`config.mk`:
```
export PLATFORM = sky130hd
export DESIGN_NAME = herculesae_vx_pdiv_flat
export DESIGN_NICKNAME = d
export VERILOG_FILES = /design/src/rtl/herculesae_vx_pdiv_if.sv /design/src/rtl/herculesae_vx_pdiv.sv /design/src/flat_wrapper.sv
export SDC_FILE = /design/constraint.sdc
export NUM_CORES = 1
export LEC_CHECK = 0
export ABC_AREA = 1
export CORE_ASPECT_RATIO = 0.7
export CORE_MARGIN = 3
export CORE_UTILIZATION = 30
export DETAILED_ROUTE_END_ITERATION = 10
export PLACE_DENSITY = 0.54
export SLEW_MARGIN = 0
export SYNTH_ARGS = -nofsm -noshare
export SYNTH_HDL_FRONTEND = slang
export SYNTH_SLANG_ARGS = --single-unit
```
`constraint.sdc`:
```
create_clock -name clk -period 6.64 [get_ports clk]
set_clock_uncertainty 0.2 [all_clocks]
set_input_delay 0.664 -clock clk [delete_from_list [all_inputs] [get_ports clk]]
set_output_delay 0.664 -clock clk [all_outputs]
set_load 0.05 [all_outputs]
```
`src/rtl/herculesae_vx_pdiv_if.sv`:
```
// -----------------------------------------------------------------------------
// herculesae_vx_pdiv_if
// Request/response bundle for the GF(2) polynomial divider.
//   ival        requester -> divider  request valid (taken only while ready=1)
//   dividend_in requester -> divider  128-bit dividend, bit i = coeff of x^i
//   divisor_in  requester -> divider  low 64 coeffs of monic divisor x^64 + d
//   ready       divider -> requester  a request can be accepted this cycle
//   oval        divider -> requester  one-cycle pulse, quot_q/rem_q valid
//   quot_q      divider -> requester  64-bit quotient, registered
//   rem_q       divider -> requester  64-bit remainder, registered
// -----------------------------------------------------------------------------
interface herculesae_vx_pdiv_if;
   logic         ival;
   logic [127:0] dividend_in;
   logic [63:0]  divisor_in;
   logic         ready;
   logic         oval;
   logic [63:0]  quot_q;
   logic [63:0]  rem_q;

   modport master (
      output ival, dividend_in, divisor_in,
      input  ready, oval, quot_q, rem_q
   );

   modport slave (
      input  ival, dividend_in, divisor_in,
      output ready, oval, quot_q, rem_q
   );
endinterface

```
`src/rtl/herculesae_vx_pdiv.sv`:
```
// -----------------------------------------------------------------------------
// herculesae_vx_pdiv
// Sequential carry-less (GF(2)) polynomial divider, the inverse of the 64x64
// PMULL array. Divides a 128-bit dividend by the monic divisor x^64 + d and
// returns a 64-bit quotient and 64-bit remainder, so that
//   pmull(quot, d) ^ (quot << 64) ^ rem == dividend.
// BITS_PER_CYCLE quotient bits are resolved per RUN cycle (legal: 1,2,4,8,16).
//
// Ports:
//   clk    single clock, all state updates on posedge
//   reset  synchronous, active-high; has priority over a simultaneous ival
//   bus    herculesae_vx_pdiv_if.slave (ival/dividend_in/divisor_in in,
//          ready/oval/quot_q/rem_q out)
//
// Optional build macro:
//   HERCULESAE_PDIV_EARLY_EXIT_EN  when defined, a dividend whose upper 64
//   bits are zero skips RUN: quotient 0, remainder = dividend[63:0], oval one
//   cycle after accept. When undefined every op takes NUM_STEPS+1 cycles.
// -----------------------------------------------------------------------------
module herculesae_vx_pdiv #(
   parameter int BITS_PER_CYCLE = 4
) (
   input  logic clk,
   input  logic reset,
   herculesae_vx_pdiv_if.slave bus
);

   localparam int NUM_STEPS = 64 / BITS_PER_CYCLE;
   localparam int CNT_W     = (NUM_STEPS > 1) ? $clog2(NUM_STEPS) : 1;
   localparam logic [CNT_W-1:0] LAST_CNT = CNT_W'(NUM_STEPS - 1);

   typedef enum logic [1:0] {
      S_IDLE = 2'd0,
      S_RUN  = 2'd1,
      S_DONE = 2'd2
   } state_t;

   state_t             state;
   state_t             state_nxt;
   logic [CNT_W-1:0]   cnt;
   logic [127:0]       work;
   logic [127:0]       work_nxt;
   logic [63:0]        div;
   logic [63:0]        quot;
   logic [63:0]        quot_nxt;
   logic [63:0]        quot_q;
   logic [63:0]        rem_q;
   logic               ready;
   logic               oval;
   logic               accept;
   logic               last_step;
   logic               fast_path;

   // ---------------------------------------------------------------------------
   // One RUN cycle worth of long-division steps, MSB first. The x^127 term is
   // cancelled by the implicit x^64 of the divisor, so only d lands in
   // work[126:63] before the shift.
   // ---------------------------------------------------------------------------
   always_comb begin : step_chain
      work_nxt = work;
      quot_nxt = quot;
      // NOTE: blocking assignments here are deliberate -- each loop iteration
      // must see the previous step's result within the same cycle.
      for (int i = 0; i < BITS_PER_CYCLE; i++) begin
         if (work_nxt[127]) begin
            work_nxt[126:63] = work_nxt[126:63] ^ div;
         end
         quot_nxt = {quot_nxt[62:0], work_nxt[127]};
         work_nxt = work_nxt << 1;
      end
   end

   assign last_step = (state == S_RUN) && (cnt == LAST_CNT);
   assign accept    = ready && bus.ival;

`ifdef HERCULESAE_PDIV_EARLY_EXIT_EN
   assign fast_path = (bus.dividend_in[127:64] == 64'd0);
`else
   assign fast_path = 1'b0;
`endif

   // ---------------------------------------------------------------------------
   // FSM: state register + next-state/output decode
   // ---------------------------------------------------------------------------
   always_ff @(posedge clk) begin
      // NOTE: state and control registers use non-blocking assignments so
      // every flop samples pre-edge values regardless of block ordering.
      if (reset) begin
         state <= S_IDLE;
      end else begin
         state <= state_nxt;
      end
   end

   always_comb begin : fsm_decode
      state_nxt = state;
      ready     = 1'b0;
      oval      = 1'b0;
      case (state)
         S_IDLE: begin
            ready = 1'b1;
            if (bus.ival) begin
               state_nxt = fast_path ? S_DONE : S_RUN;
            end
         end
         S_RUN: begin
            if (last_step) begin
               state_nxt = S_DONE;
            end
         end
         S_DONE: begin
            // Results were loaded on entry, so oval and the data line up here;
            // a new request is taken in the same cycle for back-to-back ops.
            ready = 1'b1;
            oval  = 1'b1;
            if (bus.ival) begin
               state_nxt = fast_path ? S_DONE : S_RUN;
            end else begin
               state_nxt = S_IDLE;
            end
         end
         default: begin
            state_nxt = S_IDLE;
         end
      endcase
   end

   // ---------------------------------------------------------------------------
   // Step counter
   // ---------------------------------------------------------------------------
   always_ff @(posedge clk) begin
      if (reset) begin
         cnt <= '0;
      end else if (accept) begin
         cnt <= '0;
      end else if (state == S_RUN) begin
         cnt <= cnt + CNT_W'(1);
      end
   end

   // ---------------------------------------------------------------------------
   // Working registers
   // ---------------------------------------------------------------------------
   // NOTE: no reset on the working registers -- they are always loaded at
   // accept before they are read, and leaving them unreset keeps them off the
   // reset tree.
   always_ff @(posedge clk) begin
      if (accept) begin
         work <= bus.dividend_in;
         div  <= bus.divisor_in;
      end else if (state == S_RUN) begin
         work <= work_nxt;
         quot <= quot_nxt;
      end
   end

   // ---------------------------------------------------------------------------
   // Result registers: loaded on the edge entering DONE, held until next DONE
   // ---------------------------------------------------------------------------
   always_ff @(posedge clk) begin
      if (reset) begin
         quot_q <= '0;
         rem_q  <= '0;
      end else if (accept && fast_path) begin
         quot_q <= '0;
         rem_q  <= bus.dividend_in[63:0];
      end else if (last_step) begin
         quot_q <= quot_nxt;
         rem_q  <= work_nxt[127:64];
      end
   end

   assign bus.ready  = ready;
   assign bus.oval   = oval;
   assign bus.quot_q = quot_q;
   assign bus.rem_q  = rem_q;

endmodule
```
`src/flat_wrapper.sv`:
```
// flat-port wrapper written by rule: the top's interface ports become plain ports
module herculesae_vx_pdiv_flat 
#(
   parameter int BITS_PER_CYCLE = 4
)
  (clk, reset, bus_ival, bus_dividend_in, bus_divisor_in, bus_ready, bus_oval, bus_quot_q, bus_rem_q);
  herculesae_vx_pdiv_if bus_i ();
  input  logic clk;
  input  logic reset;
  input wire logic [$bits(bus_i.ival)-1:0] bus_ival;
  input wire logic [$bits(bus_i.dividend_in)-1:0] bus_dividend_in;
  input wire logic [$bits(bus_i.divisor_in)-1:0] bus_divisor_in;
  output wire logic [$bits(bus_i.ready)-1:0] bus_ready;
  output wire logic [$bits(bus_i.oval)-1:0] bus_oval;
  output wire logic [$bits(bus_i.quot_q)-1:0] bus_quot_q;
  output wire logic [$bits(bus_i.rem_q)-1:0] bus_rem_q;
  assign bus_i.ival = bus_ival;
  assign bus_i.dividend_in = bus_dividend_in;
  assign bus_i.divisor_in = bus_divisor_in;
  assign bus_ready = bus_i.ready;
  assign bus_oval = bus_i.oval;
  assign bus_quot_q = bus_i.quot_q;
  assign bus_rem_q = bus_i.rem_q;
  herculesae_vx_pdiv #(.BITS_PER_CYCLE(BITS_PER_CYCLE)) u_core (.clk(clk), .reset(reset), .bus(bus_i));
endmodule
```
# Word level (Yosys, flattened, before mapping)
# Index checks and enable logic that the tools add are counted.
# totals
ff_bits	386
latchBits	0
ram_bits	0
romBits	0
in_bits	195
out_inout_bits	130
wordCells	38
mem_count	0
# op_classes
n_addsub	1
multipliers	0
div	0
order_cmp	0
n_eq_ne	5
shifts	0
muxes	12
n_bitwise	5
n_reduce_logical	8
# op_table
op	n
$mux 128	2
$mux 64	4
$xor 64x64->64	4
$pmux 2 s3	1
$add 4x1->4 const B	1
$eq 4x4->1 const B	1
$mux 2	2
$reduce_and 2->1	2
$reduce_or 2->1	2
$mux 1	3
$eq 2x1->1 const B	1
$eq 2x2->1 const B	1
$logic_and 1x1->1	2
$logic_not 2->1	1
$ne 2x1->1 const B	1
$ne 2x2->1 const B	1
$reduce_bool 2->1	1
$not 1->1	1

# Longest topological paths before layout
# Gate-level depths: netlist (run 1).
# depth
depth_word	10
ltp_mapped	17
mapped_depth_nobuf	14

# Least setup slack after synthesis (run 1)
# OpenSTA, ideal clock, no wires.
# synth_timing
kind	register to register
from	reg u_core.state[0]
to	reg u_core.work[0] (enable)
setup_time_ns	0.493
arrival_time_ns	6.508
t_required_ns	5.947
slack_ns	-0.561
path_stages_with_launch	5
n_path_buf	0
synth_period_minus_slack_ns	7.201
cell_sequence	dfxtp_1 -> inv_1 -> nor2_1 -> inv_1 -> nand2_1
# synth_between
elab_chain_len	5
elab_cells_between_ends	7
classes_between	eq/ne: 2; mux: 1; reduce/logical: 4
# synth_rtl
element	line_no	rtl
start, declared	herculesae_vx_pdiv.sv:38	state_t state;
start signal, assigned	herculesae_vx_pdiv.sv:91	state <= state_nxt;
$eq 2x2->1 or $logic_not 2->1 (tied branches)	herculesae_vx_pdiv.sv:99	case (state)
$reduce_or 2->1 (no line) *	-	
$mux 1 *	herculesae_vx_pdiv.sv:99	
named net bus_ready	flat_wrapper.sv:13	output wire logic [$bits(bus_i.ready)-1:0] bus_ready;
$logic_and 1x1->1 *	herculesae_vx_pdiv.sv:74	assign accept = ready && bus.ival;
$reduce_bool 2->1 (no line) *	-	
end signal, assigned	herculesae_vx_pdiv.sv:149	work <= bus.dividend_in;
end signal, assigned	herculesae_vx_pdiv.sv:152	work <= work_nxt;
end, declared	herculesae_vx_pdiv.sv:41	logic [127:0] work;
# Mark *: on every way through the listed nets, which the timed path passes. The rest lies on a longest branch.
# A chain may end at the register's enable or synchronous reset.

# Worst setup path after layout (run 1)
# layout_timing
from	reg u_core.work[127]
to	reg u_core.work[65] (data pin)
# layout_between
elab_chain_len	8
elab_cells_between_ends	9
classes_between	mux: 6; bitwise: 3
# layout_rtl
element	line_no	rtl
$mux 64 *	herculesae_vx_pdiv.sv:65	if (work_nxt[127]) begin
$xor 64x64->64	herculesae_vx_pdiv.sv:66	work_nxt[126:63] = work_nxt[126:63] ^ div;
$mux 64 *	herculesae_vx_pdiv.sv:65	
$xor 64x64->64	herculesae_vx_pdiv.sv:66	
$mux 64 *	herculesae_vx_pdiv.sv:65	
named net u_core.quot_nxt[0]	herculesae_vx_pdiv.sv:45	logic [63:0] quot_nxt;
$mux 64 *	herculesae_vx_pdiv.sv:65	
$mux 128 *	herculesae_vx_pdiv.sv:151	end else if (state == S_RUN) begin
$mux 128 *	herculesae_vx_pdiv.sv:148	if (accept) begin
# Mark *: on every way through the listed nets, which the timed path passes. The rest lies on a longest branch. The select of a mux whose other input is x is not followed.

==> results of run 1 <==
cell type report:
class | instances | area (µm²)
Antenna cell | 3 | 7.51
Clock buffer | 62 | 1210
Clock inverter | 18 | 143
Fill cell | 6404 | 39000
Inverter | 249 | 947
Multi-Input combinational cell | 1750 | 7710
Sequential cell | 386 | 10200
Tap cell | 869 | 1090
Timing Repair Buffer | 336 | 3330
cell families (layout without fill, tap and decap cells):
| family | Yosys count | after routing | share of synthesized area, % |
|---|---|---|---|
| fa+ha+maj | 1 | 1 | 0.0643 |
| compound gates | 144 | 144 | 3.74 |
| xor+xnor | 87 | 87 | 3.92 |
| simple gates | 1518 | 1518 | 31.7 |
| flops | 386 | 386 | 52.7 |
| buf+inv | 371 | 665 | 7.90 |
| other cells | 0 | 3 | 0 |
per-stage QoR:
step                      area (µm²)  utilization [%]  setup slack [ns]
final                          24700             38.8              1.46
after global routing           24700             38.8              1.06
after CTS                      24700             38.7              1.46
after detailed placement       23300             36.6              1.50
after global placement         23300             36.6              1.75
after floorplan                19500                -             0.579
layout by cell type, fill, tap and decap left out, types with 2 or more instances in the layout:
cell type          n
nand3_1          259
inv_6              2
clkdlybuf4s50_1  323
dfxtp_1          134
o21ai_1           17
clkinv_2           8
inv_4              2
edfxtp_1         252
diode_2            3
buf_4             12
nand2_2            4
nand2b_1           6
a21oi_1           27
nand2_4            5
nand2_1          933
nand3_2            2
a31oi_1            3
clkinvlp_4         3
clkbuf_16         45
inv_2              3
o21ai_0           96
nand4_1            6
clkbuf_1          15
nand3b_1           2
clkbuf_8           2
nor2_1           277
inv_1            244
xnor2_1           27
or2_2              9
or2_1              8
nor3_1             2
xor2_1            60
power by group:
group          total [mW]  internal (mW)  switching [mW]  leakage [nW]
Combinational        2.99           1.00            1.98          6.68
Clock                2.35           1.32            1.03         0.659
Sequential           3.05           2.92           0.133          3.54
Total                8.39           5.23            3.15          10.9
worst max-delay path by stage:
| stage | start | endpoint |
|---|---|---|
| finish | u_core.work[127] | u_core.work[65] |
| global route | u_core.work[127] | u_core.work[65] |
| CTS | u_core.work[127] | u_core.work[65] |
| detailed placement | u_core.work[127] | u_core.work[65] |
| global placement | u_core.work[127] | u_core.work[64] |
| floorplan | u_core.state[0] | u_core.work[0] |
state kept, by name, summed over array words and instances (netlist names):
name	flops
u_core.work	128
u_core.bus.rem_q	64
u_core.state	2
u_core.div	64
u_core.bus.quot_q	64
u_core.quot	60
u_core.cnt	4
layer usage:
metal  vias up  part of all wire, %  GRT usage, %
met5         -                    0             0
met4         0                  1.7          4.21
met3        83                  6.4          2.84
met2       436                   45          26.5
met1      7786                   47          24.0
li1       8433                    -             -
worst register-to-register path, delay by kind of cell (launching register included):
family                 cells  cell delay (ns)
AOI/OAI and AO/OA          1             0.09
and+or+nand+nor            7             3.58
DFF                        1             0.34
buffers and inverters      2             0.67
cells in the mapped netlist (all sizes together):
cell type  instances
nand2            943
nor2             278
nand3            262
edfxtp           252
inv              249
dfxtp            134
o21ai            113
buf               72
xor2              60
clkbuf            50
a21oi             27
xnor2             27
or2               17
nand2b             6
nand4              6
a31oi              3
nand3b             2
nor3               2
a211oi             1
ha                 1
nor3b              1
nor4               1
==> impl_metrics.csv, run 1 <==
group,metric,value,unit
run_status,status,"complete, no violations",
timing,slew_headroom,23.9,%
clock_tree,cts_tree,"done",
critical_path,worstPathMaxFanout,65,
place,io_buffers,324,
timing,max_freq,193,MHz
global_routing,grt_pass1_vias,16122,
clock_tree,numCtsBuffers,43,
route,via_count,16738,
route,drt-total-wl,57.9,mm
synthesis,avgSynthCellArea,7.76,µm²
place,hpwl,38.1,mm
route,ant_nets,0,
place,gp_congestion,0.802,
critical_path,r2r_slack,1.46,ns
timing,final.period_utilization,78.0,%
final_layout,layout.cells.non_filler,3673,
floorplan,die_w,310,µm
synthesis,synth_top_area_share,38.9,%
floorplan,dieArea,68000,µm²
final_layout,syn_to_final_growth,26.9,%
clock_tree,clk_pin_slew,0.06,ns
clock_tree,root_buffer,"clkbuf_16",
global_routing,antenna_found_initial,3,
final_layout,drive_gt1_share,3.75,%
critical_path,cp_cell_sequence,"buf_4 -> nand3_2 -> nand2_4 -> nand3_2 -> nand2_4 -> nand3_4 -> nand2_4 -> inv_1 -> nand2_1 -> a31oi_1",
critical_path,r2r_start,"u_core.work[127]",
timing,setup_viol,0,
hold_path,hold_path.startpoint,"u_core.quot[49]",
clock_tree,htreeDepth,2,
global_routing,grt_pass1_wl,89.8,mm
timing,setup_tns,0,ns
place,dp.cells,3590,
critical_path,r2r_end,"u_core.work[65]",
synthesis,yosysTopAreaCell,"edfxtp_1",
critical_path,cp_top_family,"simple AND/OR/NAND/NOR gates",
clock_tree,ctsHoldBuffers,0,
final_layout,nets,2962,
timing,maxSlewViolCount,0,
floorplan,die_h,219,µm
clock_tree,cts_sinks,386,
timing,report.final.hold_viol_count,0,
timing,rsz0062_at_grt,"no",
clock_tree,cts_setup_buffers,0,
critical_path,crit_type,"flop to flop",
clock_tree,clk_latency,0.58,ns
route,dr.pass1.iters,5,
critical_path,slowest_delay,1.16,ns
critical_path,slowest_stage,"nand2_4",
critical_path,arrival,5.26,ns
power,leakage,10.9,nW
floorplan,pin_count,325,
run,maxCapViolations,0,
critical_path,ff2ff_path_depth,10,
timing,timing.hold.ws,0.242,ns
critical_path,worst-path-buf-inv,2,
route,detail_route.wl_per_cell,15.8,µm
synthesis,synth_cells,2507,
critical_path,startpoint_type,"flop",
clock_tree,cts_resized,0,
global_routing,grt_max_degree,130,
floorplan,initial_core_util,30.5,%
route,drt_iter0_markers,1247,
synthesis,ys_seq_area_share,52.7,%
floorplan,row_count,77,
synthesis,synth_cell_types,32,
power,power,8.39,mW
power,p_per_area,340,nW/µm²
route,drc,0,
timing,worst_slew_pin_slew,1.14,ns
critical_path,cp.depth,10,
critical_path,crit_path_frequent_cell,"nand2_4",
critical_path,cp.required,6.72,ns
timing,finalCriticalPeriod,5.18,ns
synthesis,yosys-top-cells-area,"edfxtp_1 39%, nand2_1 18%, dfxtp_1 14%",
route,drt-vias-per-instance,4.56,
synthesis,ys_ff_latch,386,
synthesis,ys_warn_count,0,
floorplan,core_area,63700,µm²
power,ir_worst_vdd,176,µV
synthesis,syn_nets,2703,
hold_path,min_to,"u_core.quot[53]",
critical_path,critPathCaptureType,"flop",
hold_path,hold_path.class,"flop to flop",
synthesis,syn_area,19500,µm²
hold_path,min_path_cells,0,
clock_tree,clock_path_buffers,3,
global_routing,grt_use_total,16.8,%
global_routing,overflow,0,
(Power assumes the default switching activity.)
==> run 2, diff against run 1 <==
clock period = 4.16 ns   (was 6.64 ns; I/O delays follow)
==> impl_metrics.csv, run 2 (synthesized netlist as in run 1, its figures left out) <==
group,metric,value,unit
route,ant_nets,0,
critical_path,startpoint_type,"flop",
clock_tree,clk_latency,0.57,ns
final_layout,regArea,10200,µm²
timing,max_freq,315,MHz
clock_tree,root_buffer,"clkbuf_16",
place,io_buffers,324,
clock_tree,cts_resized,0,
final_layout,n_fill_cell,6410,
power,switching_share,36.4,%
timing,maxSlewViolCount,0,
critical_path,worstPathMaxFanout,38,
run_status,status,"complete, no violations",
floorplan,die_w,310,µm
clock_tree,ctsHoldBuffers,0,
route,wl_met3,3.08,mm
clock_tree,htreeDepth,2,
global_routing,antenna_found_initial,3,
floorplan,row_count,77,
route,drt_iter0_markers,1084,
final_layout,largest_reg_flops,128,
critical_path,ff2ff_path_depth,13,
route,via_count,16535,
clock_tree,numCtsBuffers,43,
hold_path,min_path_cells,1,
power,intPower,8.79,mW
power,seqPwrFrac,35.2,%
critical_path,cp.required,4.25,ns
route,met1_length,27.6,mm
route,drt-total-wl,56.9,mm
clock_tree,cts_setup_buffers,0,
timing,setup_tns,0,ns
timing,slew_headroom,40.2,%
run,maxCapViolations,0,
power,p_per_area,553,nW/µm²
route,wl_met2,25.4,mm
power,switching_power,5.04,mW
floorplan,pin_count,325,
critical_path,critPathCaptureType,"flop",
timing,rsz0062_at_grt,"no",
route,dr.max_layer_used,"met5",
final_layout,regMostFlops,"u_core.work",
final_layout,layout_commonest_cell,"nand2_1",
timing,finalCriticalPeriod,3.18,ns
power,leakage,11.0,nW
final_layout,syn_to_final_growth,28.6,%
final_layout,final_cell_mix,"933 x nand2_1, 323 x clkdlybuf4s50_1, 277 x nor2_1",
power,p_comb_share,34.6,%
floorplan,die_h,219,µm
timing,final.period_utilization,76.4,%
route,drt-vias-per-instance,4.49,
clock_tree,clk_pin_slew,0.07,ns
power,power,13.8,mW
clock_tree,cts_tree,"done",
global_routing,grt_max_degree,106,
route,detail_route.wl_per_cell,15.5,µm
final_layout,multi_input_area,7710,µm²
final_layout,final_area,25000,µm²
power,ir_worst_vdd,381,µV
global_routing,grt_pass1_vias,15978,
floorplan,dieArea,68000,µm²
power,pwr-share-clk,30.3,%
hold_path,hold_path.class,"primary input to flop",
route,drc,0,
route,dr.pass1.iters,5,
final_layout,final_util,39.3,%
global_routing,grt_pass1_wl,89.4,mm
critical_path,arrival,3.27,ns
final_layout,drive_gt1_share,4.45,%
global_routing,overflow,0,
clock_tree,cts_sinks,386,
final_layout,nets,2972,
critical_path,crit_type,"flop to flop",
place,hpwl,38.3,mm
floorplan,core_area,63700,µm²
place,placed_area,23400,µm²
place,gp_congestion,0.801,
floorplan,initial_core_util,30.5,%
timing,report.final.hold_viol_count,0,
global_routing,grt_use_total,16.6,%
timing,setup_viol,0,
timing,worst_slew_pin_slew,0.896,ns
clock_tree,clock_path_buffers,3,
==> run 2: cell types whose count changed in the layout (fill, tap and decap cells not counted), moves of 2 or more <==
cell,previous run,this run
clkbuf_16,45,47
buf_4,12,18
clkbuf_1,15,5
diode_2,3,1
buf_12,0,4
bufinv_16,1,6
==> run 2: per-stage QoR <==
step | setup WS (ns) | std cells | hold slack (ns)
finish | 0.982 | 3681 | 0.194
global route | 0.661 | 3680 | 0.160
CTS | 0.923 | 3680 | 0.145
detailed placement | 0.942 | 3600 | 0.228
global placement | 1.02 | 3600 | 0.225
floorplan | 0.0917 | 2507 | 0.221
==> run 2: area by class of cell <==
class	instances	share of cell area, %
repair buffers	346	13.8
well taps	869	4.35
flip-flops and latches	386	41.0
multi-input cells	1750	30.8
diodes	1	0.0100
clock inverters	25	1.33
inverters	249	3.79
clock buffers	55	4.94
==> run 2: metal layers <==
| metal | vias to the layer above | GRT usage, % |
|---|---|---|
| met4 | 2 | 3.45 |
| met3 | 68 | 3.25 |
| met1 | 7646 | 23.6 |
| li1 | 8459 | - |
| met5 | - | 0 |
| met2 | 360 | 26.3 |
==> run 2: power by group through the flow <==
stage / Clock, mW / Combinational (mW) / Sequential (mW)
3_5_place_dp: 0 / 4.80 / 4.93
5_1_grt: 4.47 / 5.56 / 4.91
2_1_floorplan: 0 / 3.78 / 4.86
4_1_cts: 4.33 / 4.82 / 4.86
6_report: 4.18 / 4.78 / 4.86
3_3_place_gp: 0 / 4.68 / 4.93
==> run 2: critical path: stages (launching register included) <==
cell and delay [ns]:
edfxtp_1 0.45, buf_4 0.40, nand2_1 0.09, nand2_1 0.09, nand4_1 0.09, nand2_1 0.16
inv_2 0.06, nand2_4 0.32, nand2_4 0.36, buf_12 0.31, nor2_1 0.11, nand2_1 0.06
nand2_1 0.08, o21ai_1 0.07
==> run 2: worst paths after layout <==
| check | from | endpoint | slack (ns) |
|---|---|---|---|
| worst min-delay path | bus_divisor_in[15] | u_core.div[15] | 0.19 |
| worst max-delay path | u_core.work[127] | u_core.work[79] | 0.98 |
| worst max register to register | u_core.work[127] | u_core.work[79] | 0.98 |
| worst min register to register | u_core.quot[16] | u_core.quot[20] | 0.23 |
